--- config.mk ---
export PLATFORM = sky130hd
export DESIGN_NAME = maze_solver
export DESIGN_NICKNAME = d
export VERILOG_FILES = /design/src/rtl/maze_solver_pkg.sv /design/src/rtl/maze_solver_dir_stack.sv /design/src/rtl/maze_solver.sv
export SDC_FILE = /design/constraint.sdc
export NUM_CORES = 1
export LEC_CHECK = 0
export ABC_AREA = 1
export BUFFER_PORTS_ARGS = -buffer_cell sky130_fd_sc_hd__buf_4
export CAP_MARGIN = 20
export CORE_AREA = 2 2 238 240
export CTS_CLUSTER_DIAMETER = 50
export DETAILED_ROUTE_END_ITERATION = 12
export DIE_AREA = 0 0 240 242
export SLEW_MARGIN = 20
export SYNTH_ARGS = -nofsm -noshare
export SYNTH_HDL_FRONTEND = slang
export SYNTH_HIERARCHICAL = 1
export SYNTH_SLANG_ARGS = --single-unit
--- constraint.sdc ---
create_clock -name clk -period 5.5 [get_ports clk]
set_input_delay 1.375 -clock clk [delete_from_list [all_inputs] [get_ports clk]]
set_output_delay 1.375 -clock clk [all_outputs]
set_load 0.01 [all_outputs]
--- src/rtl/maze_solver_pkg.sv ---
// Shared definitions for the maze rat: coordinate width, goal defaults, direction
// codes, controller states and the 5-bit wrapping neighbour step.
package maze_solver_pkg;

  localparam int unsigned COORD_W    = 5;
  localparam int unsigned GOAL_X_DEF = 15;
  localparam int unsigned GOAL_Y_DEF = 15;

  typedef enum logic [1:0] {
    DIR_RIGHT = 2'd0,
    DIR_DOWN  = 2'd1,
    DIR_LEFT  = 2'd2,
    DIR_UP    = 2'd3
  } dir_t;

  typedef enum logic [3:0] {
    S_IDLE,
    S_LOAD,
    S_CHECK,
    S_PROBE,
    S_MOVE,
    S_BACK,
    S_DONE,
    S_FAIL,
    S_REPLAY
  } state_t;

  typedef struct packed {
    logic [COORD_W-1:0] x;
    logic [COORD_W-1:0] y;
  } coord_t;

  // Out-of-range neighbours wrap (0-1 = 31) and read back as walls from memory.
  function automatic coord_t step(input coord_t c, input logic [1:0] d);
    coord_t n;
    n = c;
    case (dir_t'(d))
      DIR_RIGHT: n.x = c.x + 5'd1;
      DIR_DOWN:  n.y = c.y + 5'd1;
      DIR_LEFT:  n.x = c.x - 5'd1;
      default:   n.y = c.y - 5'd1;
    endcase
    return n;
  endfunction

endpackage

--- src/rtl/maze_solver_dir_stack.sv ---
// 2-bit direction LIFO holding the moves taken from the start cell.
// With MAZE_PATH_REPLAY_EN an extra indexed read port exposes entries bottom->top.
module maze_dir_stack #(
  parameter int unsigned DEPTH = 256,
  localparam int unsigned AW = $clog2(DEPTH)
) (
  input  logic          clk,
  input  logic          rst,
  input  logic          clear,
  input  logic          push,
  input  logic          pop,
  input  logic [1:0]    push_dir,
`ifdef MAZE_PATH_REPLAY_EN
  input  logic [AW-1:0] rd_idx,
  output logic [1:0]    rd_dir,
`endif
  output logic [1:0]    top_dir,
  output logic [AW-1:0] sp
);

  logic [1:0] mem [DEPTH];

  always_ff @(posedge clk or posedge rst) begin
    if (rst)        sp <= '0;
    else if (clear) sp <= '0;
    else if (push)  sp <= sp + 1'b1;
    else if (pop)   sp <= sp - 1'b1;
  end

  always_ff @(posedge clk) begin
    if (push) mem[sp] <= push_dir;
  end

  assign top_dir = mem[sp - 1'b1];

`ifdef MAZE_PATH_REPLAY_EN
  assign rd_dir = mem[rd_idx];
`endif

endmodule

--- src/rtl/maze_solver.sv ---
// Depth-first maze rat: loads the map, then walks (0,0) -> goal over the maze-memory port.
// Define MAZE_PATH_REPLAY_EN to replay the stacked path one direction per cycle before done.
module maze_solver
  import maze_solver_pkg::*;
#(
  parameter int unsigned STACK_DEPTH = 256,
  parameter int unsigned GOAL_X      = GOAL_X_DEF,
  parameter int unsigned GOAL_Y      = GOAL_Y_DEF
) (
  input  logic       clk,
  input  logic       rst,
  input  logic       start,
  input  logic       Dout,
  output logic [4:0] Xm,
  output logic [4:0] Ym,
  output logic       Din,
  output logic       readMap,
  output logic       RD,
  output logic       WR,
  output logic       done,
  output logic       fail,
  output logic [7:0] path_len,
  output logic       move_valid,
  output logic [1:0] move_dir
);

  localparam int unsigned AW = $clog2(STACK_DEPTH);
  localparam logic [COORD_W-1:0] GX = COORD_W'(GOAL_X);
  localparam logic [COORD_W-1:0] GY = COORD_W'(GOAL_Y);

  state_t        state, state_next;
  coord_t        cur, cur_next, nb;
  logic [1:0]    d, d_next;
  logic          push, pop, clear;
  logic [1:0]    top_dir;
  logic [AW-1:0] sp;

`ifdef MAZE_PATH_REPLAY_EN
  logic [AW-1:0] idx, idx_next;
  logic [1:0]    rd_dir;
`endif

  maze_dir_stack #(.DEPTH(STACK_DEPTH)) u_stack (
    .clk      (clk),
    .rst      (rst),
    .clear    (clear),
    .push     (push),
    .pop      (pop),
    .push_dir (d),
`ifdef MAZE_PATH_REPLAY_EN
    .rd_idx   (idx),
    .rd_dir   (rd_dir),
`endif
    .top_dir  (top_dir),
    .sp       (sp)
  );

  assign nb       = step(cur, d);
  assign path_len = 8'(sp);

  always_ff @(posedge clk or posedge rst) begin
    if (rst) begin
      state <= S_IDLE;
      cur   <= '0;
      d     <= '0;
    end else begin
      state <= state_next;
      cur   <= cur_next;
      d     <= d_next;
    end
  end

`ifdef MAZE_PATH_REPLAY_EN
  always_ff @(posedge clk or posedge rst) begin
    if (rst) idx <= '0;
    else     idx <= idx_next;
  end
`endif

  always_comb begin
    state_next = state;
    cur_next   = cur;
    d_next     = d;
    push       = 1'b0;
    pop        = 1'b0;
    clear      = 1'b0;
    Xm         = '0;
    Ym         = '0;
    Din        = 1'b0;
    readMap    = 1'b0;
    RD         = 1'b0;
    WR         = 1'b0;
    done       = 1'b0;
    fail       = 1'b0;
    move_valid = 1'b0;
    move_dir   = '0;
`ifdef MAZE_PATH_REPLAY_EN
    idx_next   = idx;
`endif
    case (state)
      S_IDLE, S_DONE, S_FAIL: begin
        done = (state == S_DONE);
        fail = (state == S_FAIL);
        if (start) begin
          state_next = S_LOAD;
          clear      = 1'b1;
          cur_next   = '0;
          d_next     = '0;
        end
      end
      S_LOAD: begin
        readMap    = 1'b1;
        state_next = S_CHECK;
      end
      S_CHECK: begin
        if (cur.x == GX && cur.y == GY) begin
`ifdef MAZE_PATH_REPLAY_EN
          state_next = S_REPLAY;
          idx_next   = '0;
`else
          state_next = S_DONE;
`endif
        end else begin
          state_next = S_PROBE;
        end
      end
      S_PROBE: begin
        RD = 1'b1;
        Xm = nb.x;
        Ym = nb.y;
        if (!Dout)              state_next = S_MOVE;
        else if (d != DIR_UP)   d_next = d + 2'd1;
        else                    state_next = S_BACK;
      end
      S_MOVE: begin
        WR         = 1'b1;
        Din        = 1'b1;
        Xm         = nb.x;
        Ym         = nb.y;
        push       = 1'b1;
        cur_next   = nb;
        d_next     = '0;
        state_next = S_CHECK;
      end
      S_BACK: begin
        // Step opposite the popped move; a popped UP has no directions left, so pop again.
        if (sp == '0) begin
          state_next = S_FAIL;
        end else begin
          pop      = 1'b1;
          cur_next = step(cur, top_dir ^ 2'b10);
          if (top_dir != DIR_UP) begin
            d_next     = top_dir + 2'd1;
            state_next = S_PROBE;
          end
        end
      end
      S_REPLAY: begin
`ifdef MAZE_PATH_REPLAY_EN
        if (idx == sp) begin
          state_next = S_DONE;
        end else begin
          move_valid = 1'b1;
          move_dir   = rd_dir;
          idx_next   = idx + 1'b1;
        end
`else
        state_next = S_DONE;
`endif
      end
      default: state_next = S_IDLE;
    endcase
  end

endmodule

==> results.json, run 1 <==
{
  "grt_pass1_vias": 17500,
  "dieArea_sq_um": 58100,
  "place_ws_ns": 0.927,
  "fillers": 5104,
  "cts-resized-gates": 0,
  "fin_hold_ws_ns": 0.507,
  "clkLatencyLatePin_ns": 0.61,
  "htreeDepth": 2,
  "root_buffer": "clkbuf_16",
  "overflow": 0,
  "fin_nets": 2499,
  "end_kind": "flop",
  "chipWidth_um": 240,
  "yosys.cell_types.count": 42,
  "path_max_fanout": 96,
  "hold_path_class": "reg -> reg",
  "irDropWorstVdd_v": 0.000606,
  "globalplace.congestion": 0.840,
  "syn_inst": 2518,
  "drv_cap": 0,
  "ios": 31,
  "clockBufferDepth": 3,
  "clk_pin_slew_ns": 0.06,
  "clock.fmax_mhz": 214,
  "worst_pin_slew_ns": 1.22,
  "vias": 17700,
  "wl_per_cell_um": 19.6,
  "tns_ns": 0,
  "worst_slack_ns": 0.817,
  "coreArea_sq_um": 55700,
  "slowest_stage": "buf_4",
  "drtIter0Drc": 1697,
  "antenna_found_initial": 1,
  "synth_edf_count": 512,
  "path_class": "reg -> reg",
  "holdBufCountCts": 0,
  "yosysTopAreaCell": "edfxtp_1",
  "setup_viol": 0,
  "syn_to_final_growth_pct": 10.2,
  "synth-seq-cells": 535,
  "synthArstFlopShare_pct": 4.30,
  "drive_above_1_share_pct": 7.27,
  "yosys-top-cells-area": "edfxtp_1 62%, nand2_1 9.0%, nor2_1 7.9%",
  "start_util_pct": 44.3,
  "cts_tree": "yes",
  "synth_area_sq_um": 24700,
  "routed_wl_um": 64500,
  "cp.required_ns": 6.00,
  "ys_seq_area_share_pct": 64.6,
  "via_per_inst": 5.37,
  "fp.dieH_um": 242,
  "cellPowerDensity_nw_per_um2": 585,
  "cts_sinks": 535,
  "synth_top_area_share_pct": 62.3,
  "relSlewSlack_pct": 19.0,
  "fin_cells": 3286,
  "grt_pass1_wl_um": 99200,
  "startpoint_type": "flop",
  "final_antenna_net_count": 0,
  "drt_pre_antenna_iters": 5,
  "grt_max_degree": 259,
  "cts_buffers": 59,
  "ys.warnings.count": 6,
  "crit_path_cell_trace": "buf_4, buf_4, nand2_1, nand3_1, nand3_1, nand3_1, nand3_1, nand3_1, nand3_1, nand3_1, nand2_1, nor2_1, inv_1, o21ai_0, o21ai_0, nand2_1, nand2_1",
  "layout_min_cycle_time_ns": 4.68,
  "power_w": 0.0159,
  "post_cts_buffers": 0,
  "slew_viol_final": 0,
  "hpwl_um": 36500,
  "status": "complete, no violations",
  "rows": 87,
  "final.setup_skew_ns": 0.0160,
  "placed_cells": 3178,
  "syn_avg_cell_area_sq_um": 9.81,
  "worst_path_most_repeated_cell": "nand3_1",
  "rsz0062_at_grt": "false",
  "finalHoldViolations": 0,
  "cpPeakStageDelay_ns": 0.86,
  "finalCritPeriodShare_pct": 85.1,
  "drcViolationCount": 0,
  "io_buffers": 27,
  "grt_use_total_pct": 22.4,
  "leakagePower_nw": 10.1,
  "synth_flop_cell": "edfxtp_1",
  "diodes": 0,
  "cp.arrival_ns": 5.18
}
[metrics by stage]
stage | util (%) | instance area (sq um)
final | 48.8 | 27200
after CTS | 48.8 | 27200
after floorplan | - | 24700
after detailed placement | 45.4 | 25300
after global placement | 45.4 | 25300
after global routing | 48.8 | 27200
[synth_stat cells (5+ instances only)]
cell type / number
o211ai_1: 15
o21ai_1: 12
edfxtp_1: 512
nand2_1: 592
nand4_1: 12
nand3_1: 315
buf_1: 10
inv_2: 6
a21oi_1: 13
buf_2: 55
o21ai_0: 134
nor3_1: 17
nand2_2: 5
buf_4: 13
xor2_1: 6
ha_1: 10
clkbuf_1: 58
buf_6: 16
nor2_1: 517
o22ai_1: 8
inv_1: 139
dfrtp_1: 23
[path summary, 6_finish.rpt]
check                      slack, ns       endpoint  depth (start not counted)     startpoint
max                             0.82         cur[7]                         17  u_stack/sp[0]
min                             0.51         cur[4]                          2         cur[4]
max reg2reg                     0.82         cur[7]                         17  u_stack/sp[0]
min reg2reg                     0.51         cur[4]                          2         cur[4]
max in group asynchronous       4.09           d[1]                          2            rst
min in group asynchronous       0.75  u_stack/sp[0]                          2            rst
[cells by family (layout without fill, tap and decap cells)]
logic type,count (synthesis),in the layout,synth area share [%]
xor+xnor,9,9,0.471
buf+inv,301,311,5.68
compound gates,190,190,4.15
flops,535,535,64.6
other cells,1,3,0.0152
simple gates,1472,1472,24.6
fa+ha+maj,10,10,0.507
[state kept, by name, indices dropped and copies added (netlist names)]
register,flops
cur,10
d,2
state,3
u_stack/mem,512
u_stack/sp,8
[critical path: cells and delay by family (launching register included)]
kind / cells / cell delay [ns]
compound gates: 2 / 0.32
buf+inv: 3 / 1.64
flops: 1 / 0.74
simple gates: 12 / 1.69
[layer usage]
| metal | vias to the layer above | global-route usage, % | wire length (um) |
|---|---|---|---|
| li1 | 8392 | - | - |
| met1 | 8492 | 28.6 | 26200 |
| met2 | 604 | 36.8 | 30600 |
| met3 | 162 | 4.23 | 4650 |
| met4 | 0 | 10.7 | 3040 |
| met5 | - | 0 | 0 |
[power by group]
group / switching (W) / internal, W / leakage [nW]
logic: 0.00496 / 0.00191 / 4.18
registers: 0.000261 / 0.00496 / 5.01
clock network: 0.00159 / 0.00224 / 0.907
[layout by cell type, fill, tap and decap left out, types with 13 or more instances in the layout]
cell type	count
a21oi_1	13
buf_4	52
dfrtp_1	20
nor3_1	17
o211ai_1	15
edfxtp_1	512
nand2_1	590
o21ai_0	134
clkbuf_16	59
nor2_1	516
inv_1	137
nand3_1	314
[cell type report]
class	count	area [sq um]	share of cell area (%)
inverters	147	567	2.08
clock inverters	38	358	1.31
clock buffers	68	1510	5.55
well taps	756	946	3.48
multi-input cells	1684	7380	27.1
repair buffers	58	500	1.84
flip-flops and latches	535	16000	58.6
Note: power is estimated with default switching activity, not from simulation.
==> inputs of run 2 (changes only) <==
ABC_AREA = not set   (was 1)
CORE_AREA = 2 2 232 234   (was 2 2 238 240)
DIE_AREA = 0 0 234 236   (was 0 0 240 242)
==> run 2 against run 1 <==
  * Critical endpoint is now cur[2]
  * Combinational power decreased by 13%
  * Largest power group unchanged
  * Die area fell by 4.9%
  * Synthesized cell count down 33%
  * Via count is 20% lower
==> results.json, run 2 <==
{
  "post_cts_buffers": 0,
  "cts_buffers": 56,
  "ys_seq_area_share_pct": 67.7,
  "end_kind": "flop",
  "synth-seq-cells": 535,
  "synth.most_common_cell": "edfxtp_1",
  "finalHoldViolations": 0,
  "fp.dieH_um": 236,
  "syn_inst": 1692,
  "layout_min_cycle_time_ns": 5.13,
  "htreeDepth": 2,
  "r2r_end": "cur[2]",
  "drcViolationCount": 0,
  "grt_pass1_vias": 14100,
  "layout_commonest_cell": "edfxtp_1",
  "synth_flop_cell": "edfxtp_1",
  "synth_mux_area_share_pct": 11.3,
  "synthArstFlopShare_pct": 4.30,
  "coreArea_sq_um": 53100,
  "clock.fmax_mhz": 195,
  "regMostFlops": "u_stack/mem",
  "worst_pin_slew_ns": 1.13,
  "final_cell_mix": "512 x edfxtp_1, 284 x nor2_1, 264 x mux2i_1",
  "cp.required_ns": 5.99,
  "relSlewSlack_pct": 24.6,
  "holdPathEnd": "cur[9]",
  "ys_top_cells_by_count": "512 x edfxtp_1, 284 x nor2_1, 264 x mux2i_1",
  "final_antenna_net_count": 0,
  "drt_pre_antenna_iters": 5,
  "cpLargestDelayFamily": "simple AND/OR/NAND/NOR gates",
  "yosys.cell_types.count": 68,
  "chipWidth_um": 234,
  "whs_path_depth": 2,
  "path_max_fanout": 12,
  "crit_start": "u_stack/sp[1]",
  "clk_pin_slew_ns": 0.06,
  "cpPeakStageDelay_ns": 0.78,
  "hp-start": "cur[9]",
  "clkLatencyLatePin_ns": 0.61,
  "status": "complete, no violations",
  "hpwl_um": 34700,
  "place_area_sq_um": 24600,
  "holdBufCountCts": 0,
  "rrSetupSlack_ns": 0.37,
  "yosys.area_share.simple_pct": 9.22,
  "slowest_stage": "xnor2_2",
  "synth_area_sq_um": 23600,
  "rsz0062_at_grt": "false",
  "cts-resized-gates": 0,
  "yosys-top-cells-area": "edfxtp_1 65%, mux2i_1 11%, nor2_1 4.5%",
  "wl_per_cell_um": 24.4,
  "path_class": "reg -> reg",
  "tns_ns": 0,
  "grt_max_degree": 241,
  "largestRegisters": "u_stack/mem (512), cur (10), u_stack/sp (8)",
  "globalplace.congestion": 0.801,
  "irDropWorstVdd_v": 0.000354,
  "dieArea_sq_um": 55200,
  "routed_wl_um": 59800,
  "rows": 85,
  "drtIter0Drc": 1404,
  "synth_top_family_by_area": "multiplexers",
  "root_buffer": "clkbuf_16",
  "rr_worst_depth": 15,
  "antenna_found_initial": 1,
  "fin_nets": 1731,
  "syn_to_final_growth_pct": 12.0,
  "drive_above_1_share_pct": 10.8,
  "setup_viol": 0,
  "start_util_pct": 44.4,
  "grt_use_total_pct": 21.6,
  "synth_top_area_share_pct": 65.3,
  "cts_sinks": 535,
  "finalCritPeriodShare_pct": 93.2,
  "clockBufferDepth": 3,
  "cts_tree": "yes",
  "crit_path_cell_trace": "inv_1, ha_4, nor3b_4, xnor2_2, nand2_2, nor3_1, nor4_1, o22ai_1, and3b_1, mux2i_1, nand2_2, mux2i_1, xor2_1, o32ai_1, a22o_1",
  "io_buffers": 27,
  "leakagePower_nw": 8.97,
  "largest_reg_flops": 512,
  "final_area_sq_um": 26400,
  "grt_pass1_wl_um": 88100,
  "reg2reg_from": "u_stack/sp[1]",
  "overflow": 0,
  "via_per_inst": 5.77,
  "ys.warnings.count": 6,
  "synthXorXnorAreaFrac_pct": 1.44,
  "synth_edf_count": 512,
  "vias": 14200,
  "yosysTopAreaCell": "edfxtp_1",
  "cellPowerDensity_nw_per_um2": 550,
  "final.setup_skew_ns": 0.0212,
  "fillers": 4562,
  "hold_path_class": "reg -> reg",
  "synth_fa_ha_area_share_pct": 0.531,
  "ios": 31,
  "slew_viol_final": 0,
  "path_buf_inv": 1,
  "synth_compound_area_share_pct": 7.03,
  "drv_cap": 0,
  "syn_avg_cell_area_sq_um": 13.9,
  "cp.arrival_ns": 5.62,
  "startpoint_type": "flop"
}
run 2: cell types whose count changed in the layout (fill, tap and decap cells not counted), sizes merged, moves of 41 or more:
cell   previous run  this run
mux2i             0       264
o21ai           148        25
nand2           599        70
a22o              0        41
a22oi             1        96
nor2            524       288
inv             151        18
nand3           317        46
run 2: logic make-up (layout without fill, tap and decap cells):
logic type | after synthesis | in the layout
other cells | 1 | 4
fa+ha+maj | 10 | 10
xor+xnor | 34 | 34
buf+inv | 130 | 194
flops | 535 | 535
simple gates | 488 | 488
compound gates | 229 | 229
mux | 265 | 265
run 2: per-layer routing:
metal	global-route usage, %	up-vias	part of all wire [%]
li1	-	6432	-
met1	28.9	7161	42
met2	34.8	459	48
met3	4.69	102	6.7
met4	7.71	0	3.5
met5	0	-	0
run 2: how the worst max path moves through the flow:
stage	endpoint	slack, ns	cells after the start
finish	cur[2]	0.37	15
global route	d[1]	0.13	16
CTS	d[1]	0.38	16
detailed placement	d[1]	0.41	16
global placement	d[1]	0.47	16
floorplan	Xm[3]	1.07	5
run 2: metrics by stage:
step	hold WS (ns)	power (W)	cells	setup WS, ns	utilization [%]
2_1_floorplan	0.519	0.00905	1694	1.07	-
3_3_place_gp	0.546	0.0109	2355	0.474	46.4
3_5_place_dp	0.551	0.0109	2355	0.407	46.4
4_1_cts	0.566	0.0146	2454	0.382	49.7
5_1_grt	0.601	0.0151	2454	0.128	49.7
6_report	0.565	0.0145	2455	0.373	49.7
run 2: area by class of cell:
class	count	area, sq um	area share (%)
sequential	535	16000	60.5
multi-input combinational	1029	7010	26.6
clock buffer	71	1480	5.60
tap	696	871	3.30
timing repair buffer	80	746	2.83
clock inverter	28	273	1.03
inverter	15	56.3	0.213
antenna	1	2.50	0.00948
run 2: worst min-delay path, cell delays in order, from the launching register on:
cell and delay (ns):
dfrtp_1 0.39, nand2_1 0.07, o221ai_1 0.06
run 2: where the power goes:
part | internal [W] | switching (W)
sequential | 0.00473 | 0.000147
combinational | 0.00225 | 0.00373
clock | 0.00213 | 0.00155
total | 0.00911 | 0.00542
==> inputs of run 3 (changes only) <==
RECOVER_POWER = 50   (was not set)
==> run 3 against run 2 <==
  * The flow now finishes with violations (capacitance limit, slew limit)
  * Routed wire length decreased by 0.26%
  * Register-to-register slack got worse by 0.05 ns
  * Sequential share of layout area increased by 0.10 points
  * Non-clock buffer count unchanged
  * Fmax decreased by 0.95%
==> results.json, run 3 (same netlist as run 2, synthesis figures left out) <==
{
  "fp.dieH_um": 236,
  "regMostFlops": "u_stack/mem",
  "worst_pin_slew_ns": 2.60,
  "drtIter0Drc": 1391,
  "hold_path_class": "reg -> reg",
  "placed_cells": 2355,
  "end_kind": "flop",
  "clkLatencyLatePin_ns": 0.61,
  "post_cts_buffers": 0,
  "grt_max_degree": 241,
  "syn_to_final_growth_pct": 11.8,
  "largestRegisters": "u_stack/mem (512), cur (10), u_stack/sp (8)",
  "root_buffer": "clkbuf_16",
  "htreeDepth": 2,
  "drcViolationCount": 0,
  "drv_cap": 3,
  "final_cell_mix": "512 x edfxtp_1, 284 x nor2_1, 264 x mux2i_1",
  "ios": 31,
  "layout_min_cycle_time_ns": 5.18,
  "fin_nets": 1731,
  "cts_sinks": 535,
  "vias": 14200,
  "start_util_pct": 44.4,
  "largest_reg_flops": 512,
  "fin_cells": 2455,
  "ff_latch_area_sq_um": 16000,
  "grt_pass1_wl_um": 88100,
  "tns_ns": 0,
  "chipWidth_um": 234,
  "setup_viol": 0,
  "rows": 85,
  "coreArea_sq_um": 53100,
  "drive_above_1_share_pct": 10.3,
  "antenna_found_initial": 1,
  "clockBufferDepth": 3,
  "io_buffers": 27,
  "startpoint_type": "flop",
  "place_area_sq_um": 24600,
  "cp.required_ns": 5.99,
  "cp.arrival_ns": 5.67,
  "finalCritPeriodShare_pct": 94.1,
  "gr-usage-met1_pct": 28.9,
  "grtUsageMet3_pct": 4.69,
  "routed_wl_um": 59700,
  "globalplace.congestion": 0.801,
  "path_max_fanout": 32,
  "drt_pre_antenna_iters": 5,
  "clock.fmax_mhz": 193,
  "final.setup_skew_ns": 0.0214,
  "irDropWorstVdd_v": 0.000331,
  "status": "finished, violations left",
  "cts_tree": "yes",
  "hpwl_um": 34700,
  "clk_pin_slew_ns": 0.06,
  "grt_use_total_pct": 21.6,
  "multi_input_area_sq_um": 7010,
  "final_antenna_net_count": 0,
  "overflow": 0,
  "grt_pass1_vias": 14100,
  "relSlewSlack_pct": -73.2,
  "dieArea_sq_um": 55200,
  "cts_buffers": 56,
  "finalHoldViolations": 0,
  "fin_hold_ws_ns": 0.565,
  "leakagePower_nw": 8.94,
  "final_area_sq_um": 26300,
  "cellPowerDensity_nw_per_um2": 552,
  "fillers": 4565,
  "violations": "capacitance limit, slew limit",
  "wl_per_cell_um": 24.3,
  "rsz0062_at_grt": "false",
  "cts-resized-gates": 0,
  "holdBufCountCts": 0,
  "grt_most_used_layer": "met2",
  "layout_commonest_cell": "edfxtp_1",
  "slew_viol_final": 395,
  "via_per_inst": 5.77,
  "path_class": "reg -> reg",
  "met2_usage_pct": 34.8
}
-- run 3: cell count changes in the layout (fill, tap and decap cells not counted) --
cell / delta
clkbuf_1: +7
buf_4: -7
buf_12: -1
clkbuf_4: +2
dfrtp_1: +2
buf_6: -2
dfrtp_4: -2
clkbuf_2: +1
-- run 3: final timing paths --
check                         startpoint            end  slack (ns)  cells after the start
setup / recovery           u_stack/sp[1]           d[1]        0.32                     16
hold / removal                    cur[9]         cur[9]        0.57                      2
setup reg to reg           u_stack/sp[1]           d[1]        0.32                     16
hold reg to reg                   cur[9]         cur[9]        0.57                      2
max in group asynchronous            rst           d[0]        4.23                      2
min in group asynchronous            rst  u_stack/sp[1]        0.71                      2
-- run 3: per-layer routing --
layer,part of all wire (%),up-vias,wire (um)
met2,48,431,28600
met5,0,-,0
met1,42,7182,25100
li1,-,6444,-
met4,3.5,0,2070
met3,6.4,100,3840
-- run 3: report_power, final --
| group | switching [W] | internal, W |
|---|---|---|
| clock | 0.00155 | 0.00213 |
| sequential | 0.000146 | 0.00475 |
| combinational | 0.00373 | 0.00223 |
| total | 0.00542 | 0.00911 |
-- run 3: through the flow --
step	worst slack, ns	utilization (%)	power, W
global route	0.0715	49.6	0.0151
finish	0.324	49.6	0.0145
detailed placement	0.407	46.4	0.0109
floorplan	1.07	-	0.00905
global placement	0.474	46.4	0.0109
CTS	0.382	49.7	0.0146
-- run 3: layout make-up --
type	instances	share of cell area (%)
clock inverter	28	1.04
antenna	1	0.00950
sequential	535	60.6
clock buffer	71	5.61
inverter	15	0.214
timing repair buffer	80	2.65
tap	696	3.31
multi-input combinational	1029	26.6
-- run 3: worst max-delay path: stages (launching register included) --
cell and delay (ns):
dfrtp_1 0.56, inv_1 0.16, ha_4 0.23, xnor2_1 0.54
and2_2 0.48, buf_12 0.26, a22o_1 0.18, nor3_1 0.08
nor4_1 0.54, o22ai_1 0.15, and3b_1 0.37, mux2i_1 0.26
nand2_2 0.24, o21ai_0 0.13, a211oi_1 0.43, o21ai_1 0.12
a22o_1 0.28
